===== config.mk =====
export PLATFORM = sky130hd
export DESIGN_NAME = prediction_collector
export DESIGN_NICKNAME = d
export VERILOG_FILES = /design/src/rtl/elm_pkg.sv /design/src/rtl/pred_fifo.sv /design/src/rtl/prediction_collector.sv
export SDC_FILE = /design/constraint.sdc
export NUM_CORES = 1
export LEC_CHECK = 0
export CAP_MARGIN = 25
export CELL_PAD_IN_SITES_DETAIL_PLACEMENT = 1
export CELL_PAD_IN_SITES_GLOBAL_PLACEMENT = 1
export CORE_UTILIZATION = 45
export CTS_BUF_LIST = sky130_fd_sc_hd__clkbuf_8 sky130_fd_sc_hd__clkbuf_16
export DETAILED_ROUTE_END_ITERATION = 16
export PLACE_DENSITY_LB_ADDON = 0.1
export SLEW_MARGIN = 0
export SYNTH_ARGS = -nofsm -noshare
export SYNTH_HDL_FRONTEND = slang
export SYNTH_SLANG_ARGS = --single-unit

===== constraint.sdc =====
create_clock -name clock -period 4.2 [get_ports clock]
set_input_delay 0.84 -clock clock [delete_from_list [all_inputs] [get_ports clock]]
set_output_delay 0.84 -clock clock [all_outputs]
set_load 0.005 [all_outputs]

===== src/rtl/elm_pkg.sv =====
// Shared types and constants for the ELM inference prediction path:
// record format, error-flag bit positions and label FSM states.
package elm_pkg;

  localparam int NUM_CLASSES = 10;
  localparam int INDEX_W     = 4;

  localparam int OVF      = 2;
  localparam int BAD_IDX  = 1;
  localparam int MISS_LBL = 0;

  typedef struct packed {
    logic [INDEX_W-1:0] index;
    logic               correct;
  } pred_rec_t;

  typedef enum logic {
    LBL_EMPTY,
    LBL_HELD
  } lbl_state_t;

endpackage


===== src/rtl/pred_fifo.sv =====
// DEPTH-entry FIFO of prediction records; DEPTH must be a power of two.
// A push while full is accepted only if a pop frees a slot that cycle.
module pred_fifo
  import elm_pkg::*;
#(
  parameter int DEPTH = 8
) (
  input  logic      clk,
  input  logic      rst,
  input  logic      i_push,
  input  pred_rec_t i_rec,
  input  logic      i_pop,
  output pred_rec_t o_head,
  output logic      o_full,
  output logic      o_empty,
  output logic      o_drop
);

  localparam int AW = $clog2(DEPTH);

  pred_rec_t        r_mem [DEPTH];
  logic [AW-1:0]    r_wr;
  logic [AW-1:0]    r_rd;
  logic [AW:0]      r_cnt;
  logic             w_pop;
  logic             w_push;

  assign o_empty = (r_cnt == '0);
  assign o_full  = (r_cnt == (AW+1)'(DEPTH));
  assign w_pop   = i_pop & ~o_empty;
  assign w_push  = i_push & (~o_full | w_pop);
  assign o_drop  = i_push & ~w_push;
  assign o_head  = r_mem[r_rd];

  always_ff @(posedge clk or posedge rst) begin
    if (rst) begin
      for (int i = 0; i < DEPTH; i++) r_mem[i] <= '0;
      r_wr  <= '0;
      r_rd  <= '0;
      r_cnt <= '0;
    end else begin
      if (w_push) begin
        r_mem[r_wr] <= i_rec;
        r_wr        <= r_wr + AW'(1);
      end
      if (w_pop) r_rd <= r_rd + AW'(1);
      unique case ({w_push, w_pop})
        2'b10:   r_cnt <= r_cnt + (AW+1)'(1);
        2'b01:   r_cnt <= r_cnt - (AW+1)'(1);
        default: r_cnt <= r_cnt;
      endcase
    end
  end

endmodule


===== src/rtl/prediction_collector.sv =====
// Pairs argmax predictions with expected labels, keeps saturating stats
// and queues {index, correct} records. Option: PRED_CLASS_STATS_EN.
module prediction_collector #(
  parameter int NUM_CLASSES = elm_pkg::NUM_CLASSES,
  parameter int DEPTH       = 8,
  parameter int CNT_W       = 16
) (
  input  logic             clock,
  input  logic             reset,
  input  logic [3:0]       index,
  input  logic             update,
  input  logic             label_valid,
  input  logic [3:0]       label,
  output logic             label_ready,
  output logic             pred_valid,
  output logic [3:0]       pred_index,
  output logic             pred_correct,
  input  logic             pred_ready,
  output logic [CNT_W-1:0] total_count,
  output logic [CNT_W-1:0] correct_count,
  output logic [2:0]       err_flags
`ifdef PRED_CLASS_STATS_EN
  ,
  input  logic [3:0]       class_sel,
  output logic [CNT_W-1:0] class_correct
`endif
);

  import elm_pkg::*;

  localparam logic [3:0]       LP_NC  = 4'(NUM_CLASSES);
  localparam logic [CNT_W-1:0] LP_MAX = '1;

  lbl_state_t       r_state;
  lbl_state_t       w_state_nxt;
  logic             w_lbl_rdy;
  logic [3:0]       r_label;
  logic [CNT_W-1:0] r_total;
  logic [CNT_W-1:0] r_correct;
  logic [2:0]       r_err;
  logic             w_miss;
  logic             w_bad;
  logic             w_correct;
  logic             w_drop;
  logic             w_full;
  logic             w_empty;
  pred_rec_t        w_rec;
  pred_rec_t        w_head;

  always_comb begin
    w_state_nxt = r_state;
    w_lbl_rdy   = 1'b0;
    unique case (r_state)
      LBL_EMPTY: begin
        w_lbl_rdy = 1'b1;
        if (label_valid) w_state_nxt = LBL_HELD;
      end
      LBL_HELD: if (update) w_state_nxt = LBL_EMPTY;
      default: w_state_nxt = LBL_EMPTY;
    endcase
  end

  always_ff @(posedge clock or posedge reset) begin
    if (reset) begin
      r_state <= LBL_EMPTY;
      r_label <= '0;
    end else begin
      r_state <= w_state_nxt;
      if (label_valid && w_lbl_rdy) r_label <= label;
    end
  end

  // A label arriving with an update in EMPTY belongs to the next prediction.
  assign w_miss    = update && (r_state == LBL_EMPTY);
  assign w_bad     = update && (index >= LP_NC);
  assign w_correct = update && (r_state == LBL_HELD) &&
                     !w_bad && (index == r_label);

  assign w_rec.index   = index;
  assign w_rec.correct = w_correct;

  pred_fifo #(
    .DEPTH (DEPTH)
  ) u_fifo (
    .clk     (clock),
    .rst     (reset),
    .i_push  (update),
    .i_rec   (w_rec),
    .i_pop   (pred_ready),
    .o_head  (w_head),
    .o_full  (w_full),
    .o_empty (w_empty),
    .o_drop  (w_drop)
  );

  always_ff @(posedge clock or posedge reset) begin
    if (reset) begin
      r_total   <= '0;
      r_correct <= '0;
      r_err     <= '0;
    end else begin
      if (update && r_total != LP_MAX) r_total <= r_total + 1'b1;
      if (w_correct && r_correct != LP_MAX)
        r_correct <= r_correct + 1'b1;
      if (w_miss) r_err[MISS_LBL] <= 1'b1;
      if (w_bad)  r_err[BAD_IDX]  <= 1'b1;
      if (w_drop) r_err[OVF]      <= 1'b1;
    end
  end

`ifdef PRED_CLASS_STATS_EN
  logic [CNT_W-1:0] r_cls [NUM_CLASSES];
  logic [CNT_W-1:0] r_cls_q;

  always_ff @(posedge clock or posedge reset) begin
    if (reset) begin
      for (int i = 0; i < NUM_CLASSES; i++) r_cls[i] <= '0;
      r_cls_q <= '0;
    end else begin
      if (w_correct && r_cls[r_label] != LP_MAX)
        r_cls[r_label] <= r_cls[r_label] + 1'b1;
      if (class_sel < LP_NC) r_cls_q <= r_cls[class_sel];
      else                   r_cls_q <= '0;
    end
  end

  assign class_correct = r_cls_q;
`endif

  assign label_ready   = w_lbl_rdy;
  assign pred_valid    = ~w_empty;
  assign pred_index    = w_head.index;
  assign pred_correct  = w_head.correct;
  assign total_count   = r_total;
  assign correct_count = r_correct;
  assign err_flags     = r_err;

  logic w_unused;
  assign w_unused = w_full;

endmodule


### Word level (Yosys, flattened, before mapping)

Cells that the tools add are included.

* add/sub/neg operators: 6
* magnitude comparators: 4
* eq/ne operators: 6
* multiplexer cells: 11
* bitwise operators: 10
* reduce and logical (&&, ||, !) cells: 12

Operators with widths (count)
* $bwmux 40: 1
* $add 16x1->16 const B: 2
* $ne 16x16->1 const B: 2
* $bmux 5 s3: 1
* $demux 5 s3: 1
* $mux 5: 3
* $ge 4x4->1 const B: 3
* $logic_and 1x1->1: 9
* $not 3->4: 2
* $pmux 4 s2: 1
* $add 3x1->3 const B: 2
* $add 4x1->4 const B: 1
* $eq 4x4->1: 1
* $eq 4x4->1 const B: 1
* $logic_not 4->1: 1
* $lt 4x1->1 const B: 1
* $not 1->1: 4
* $sub 4x1->4 const B: 1
* $and 1x1->1: 3
* $mux 1: 3
* $eq 2x1->1 const B: 1
* $eq 2x2->1 const B: 1
* $pmux 1 s2: 1
* $reduce_bool 2->1: 1
* 2 further kinds: 2

* register bits after elaboration: 90
* bits of input ports: 13
* output and inout bits: 42
* logic and storage cells: 75

### Depth between registers and ports, before layout

* word-level depth: 7
* mapped depth: 11
* gate-level depth less buffers: 11

### Cells and area by module

From an unflattened synthesis, not the netlist that was laid out.

* cell total of the unflattened synthesis: 330
* area total of the unflattened synthesis: 4408.0 µm²

Modules (own cells, without submodules)
* pred_fifo: instances 1, cells an instance 170, area each 2562.5 µm², seq. area each 1251.2 µm²
* prediction_collector: instances 1, cells an instance 160, area each 1845.5 µm², seq. area each 1001.0 µm²

### Worst setup path before layout

Ideal clock, no wire load.

* path type: input port to flip-flop
* start: input port update
* end: register u_fifo.r_cnt[3]
* library setup time: 0.125 ns
* data arrival time: 2.517 ns
* required time: 4.075 ns
* slack: 1.558 ns
* stages: 11
* buffers on the path: 1
* cell sequence: buf_2 > inv_1 > nor2_4 > inv_6 > ha_1 > ha_1 > a21o_2 > a21oi_1 > xnor2_1 > nor2_1 > xor2_1

* longest elaborated chain between the ends: 3
* elaborated cells on any way between the ends: 5
* classes of those cells: eq/ne: 2; mux: 1; bitwise: 1; reduce/logical: 1

Ends and longest elaborated chain
* start: declaration: line prediction_collector.sv:11 `input logic update,`
* $and 1x1->1 *: line pred_fifo.sv:31 `assign w_push = i_push & (~o_full | w_pop);`
* $eq 2x1->1 or $eq 2x2->1 (tied branches): line pred_fifo.sv:47 `unique case ({w_push, w_pop})`
* $pmux 4 s2 or $reduce_bool 2->1 (tied branches)
* end signal: assignment: line pred_fifo.sv:48 `2'b10: r_cnt <= r_cnt + (AW+1)'(1);`
* end signal: assignment: line pred_fifo.sv:49 `2'b01: r_cnt <= r_cnt - (AW+1)'(1);`
* end signal: assignment: line pred_fifo.sv:50 `default: r_cnt <= r_cnt;`
* end: declaration: line pred_fifo.sv:24 `logic [AW:0] r_cnt;`

Mark *: on every way between the ends. The rest lies on a longest branch, timed or not.
A chain may end at the register's enable or synchronous reset.

### Worst setup path in the final report

* start: register u_fifo.r_rd[0]
* end: output port pred_index[2]

* longest elaborated chain between the ends: 4

Ends and longest elaborated chain
* start: declaration: line pred_fifo.sv:23 `logic [AW-1:0] r_rd;`
* start signal: assignment: line pred_fifo.sv:46 `if (w_pop) r_rd <= r_rd + AW'(1);`
* $not 3->4 (implied by the code): line pred_fifo.sv:33 `assign o_head = r_mem[r_rd];`
* $bmux 5 s3: line pred_fifo.sv:33
* $mux 5 (implied by the code) (2 in a row): line pred_fifo.sv:33
* end: declaration: line prediction_collector.sv:16 `output logic [3:0] pred_index,`

No other way between the ends. The select of a mux whose other input is x is not followed.

==> metrics.md <==
| Metric | Value |
|---|---|
| DP Worst Slack | 931 ps |
| Placeable Area | 9280 sq um |
| Vias | 2745 |
| Synth area leaders | dfrtp_1 (52%), mux2_2 (13%), xnor2_1 (5.5%) |
| RSZ-0062 raised after global routing | false |
| Syn avg cell area | 13.0 sq um |
| Final total power | 3.04 mW |
| Final Hold Fails | 0 |
| Max Cap Viol | 0 |
| Die W | 100 um |
| Final design utilization | 0.557 |
| Post-Syn Instances | 332 |
| # diodes | 0 |
| Hold endpoint | err_flags[2] |
| Crit Path Class | flop to output port |
| Number of flops mapped to enable cells by yosys | 0 |
| Hold depth | 1 |
| Clock buffer depth | 2 |
| Pre-antenna DRT Iters | 4 |
| R2r worst-path depth | 10 |
| Crit-path max FO | 12 |
| Total nets after synthesis | 353 |
| Worst-margin pin slew | 746 ps |
| FF-to-FF Start | u_fifo.r_cnt[0] |
| WP data required | 3360 ps |
| Final Max Slew Viols | 0 |
| Crit path launch type | flop |
| Root buffer cell | clkbuf_8 |
| FF-to-FF setup slack | 1460 ps |
| Syn-to-layout area delta | 19.5% |
| Multi-input logic area | 1950 sq um |
| Setup Viol. Count Final | 0 |
| Total Die Area | 10000 sq um |
| WP data arrival | 2520 ps |
| Routed Antenna Nets | 0 |
| Share of layout cells above drive strength 1 | 0.239 |
| # fillers | 965 |
| Clock latency at the later pin of the worst-skew pair | 350 ps |
| Total wire length | 8890 um |
| PD cells | 589 nW/um^2 |
| Post-CTS Setup Repair Bufs | 0 |
| Initial Utilization | 0.466 |
| Chip Height | 100 um |
| CP endpoint kind | output port |
| Final nets | 406 |
| # IOs | 55 |
| Yosys cell types | 43 |
| Synth area leader | dfrtp_1 |
| TritonCTS Buffers | 9 |
| Relative slew slack | 0.502 |
| Post-synthesis sequential area ratio | 0.521 |
| Global Route Usage Sum | 0.195 |
| TNS Setup | 0 ps |
| Cts-stage hold buffer count | 0 |
| Async S/R FF share, synth | 1.00 |
| Cells after DPL | 503 |
| Setup Skew | 14.2 ps |
| DR WL/cell | 17.2 um |
| Max Clk Rate | 298 MHz |
| Ys flop type | dfrtp_1 |
| Largest net degree at the start of global routing | 50 |
| Share of the synthesized area in the top cell type | 0.521 |
| PortBufs | 54 |
| Synthesized area | 4320 sq um |
| Post-detail-place hpwl | 6360 um |
| HP Class | flop to flop |
| Post-route clock period utilization | 0.799 |
| P_leak | 2.24 nW |
| Cell row count | 35 |
| Initial antenna violation count | 0 |
| Most frequent cells in the layout | dfrtp_1 (90), clkdlybuf4s50_1 (54), mux2_2 (50) |
| Register area | 2250 sq um |
| Vias in the first global route | 2928 |
| Post_cts resized | 0 |
| Commonest non-fill, non-tap cell in the layout | dfrtp_1 |
| DR DRC count | 0 |
| Min Tclk post-route | 3360 ps |
| CTS tree | built |
| Outcome | complete, no violations |
| 1st-iter DRT viols | 55 |
| Htree depth | 3 |
| Count of warnings emitted by yosys | 0 |
| VDD IR max | 0.000242 V |
| Global placer's final weighted congestion | 0.746 |
| CTS Sinks | 90 |
| Yosys reg bits | 90 |
| Vias/cell | 5.30 |
| Final worst slack | 844 ps |
| Reg clk slew, reported paths | 90 ps |
| Overflow after GRT | 0 |
| Min-delay src | err_flags[2] |
| Worst reg2reg endpoint | u_fifo.r_cnt[3] |
| Final Instance Count excl. Fillers | 518 |
| First-pass GRT wire length | 15000 um |
-- Yosys cell counts (all sizes together) (8+ instances only) --
master	instances
and3	16
clkbuf	9
dfrtp	90
inv	10
mux2	55
mux4	10
nand2	14
nand3	14
nand4	16
nor2	16
xnor2	27
xor2	8
-- metal layers --
layer  up-vias  track usage  part of all wire
met1      1415        0.263              0.47
met3         8       0.0299             0.027
met2        35        0.325              0.49
li1       1287            -                 -
met5         -            0                 0
met4         0       0.0613             0.011
-- worst max-delay path by stage --
stage,cells past startpoint,from,slack (ps),endpoint
after floorplan,1,reset,1020,correct_count[0]
after global placement,12,update,1040,u_fifo.r_cnt[3]
after detailed placement,12,update,930,u_fifo.r_cnt[3]
after CTS,3,u_fifo.r_rd[0],820,pred_index[2]
after global routing,3,u_fifo.r_rd[0],720,pred_index[3]
final,3,u_fifo.r_rd[0],840,pred_index[2]
-- per-stage QoR --
stage	hold WS, ps	instance area (sq um)
after floorplan	451	4320
after global placement	473	4980
after detailed placement	470	4980
after CTS	492	5170
after global routing	507	5170
final	486	5170
-- worst max-delay path, cell delays in order, from the launching register on --
cell             delay, ps
dfrtp_1                830
mux4_2                 600
mux2_2                 290
clkdlybuf4s50_1        440
-- sequential cells by signal, indices dropped and copies added, names as in the netlist --
register / flops
err_flags: 3
u_fifo.r_rd: 3
u_fifo.r_cnt: 4
r_state: 1
u_fifo.r_wr: 3
r_label: 4
total_count: 16
u_fifo.r_mem: 40
correct_count: 16
-- final cells by class --
| cell class | instances | share of cell area |
|---|---|---|
| Tap cell | 129 | 0.0312 |
| Clock buffer | 10 | 0.0266 |
| Sequential cell | 90 | 0.436 |
| Multi-Input combinational cell | 217 | 0.377 |
| Timing Repair Buffer | 57 | 0.111 |
| Inverter | 10 | 0.00847 |
| Clock inverter | 5 | 0.00920 |
-- cell families (layout without fill, tap and decap cells) --
group / count (synthesis) / count (layout) / synth area share
AO/OA/AOI/OAI: 17 / 17 / 0.0263
flip-flops: 90 / 90 / 0.521
buffers and inverters: 25 / 82 / 0.0281
AND/OR/NAND/NOR: 91 / 91 / 0.127
adder cells (fa/ha/maj): 8 / 8 / 0.0249
multiplexers: 66 / 66 / 0.202
XOR/XNOR: 35 / 35 / 0.0709
-- report_power, final --
| group | switching [mW] | internal, mW |
|---|---|---|
| clock network | 0.289 | 0.282 |
| logic | 0.338 | 0.697 |
| registers | 0.300 | 1.14 |
| total | 0.927 | 2.12 |
Power figures use the tool's default switching activity.
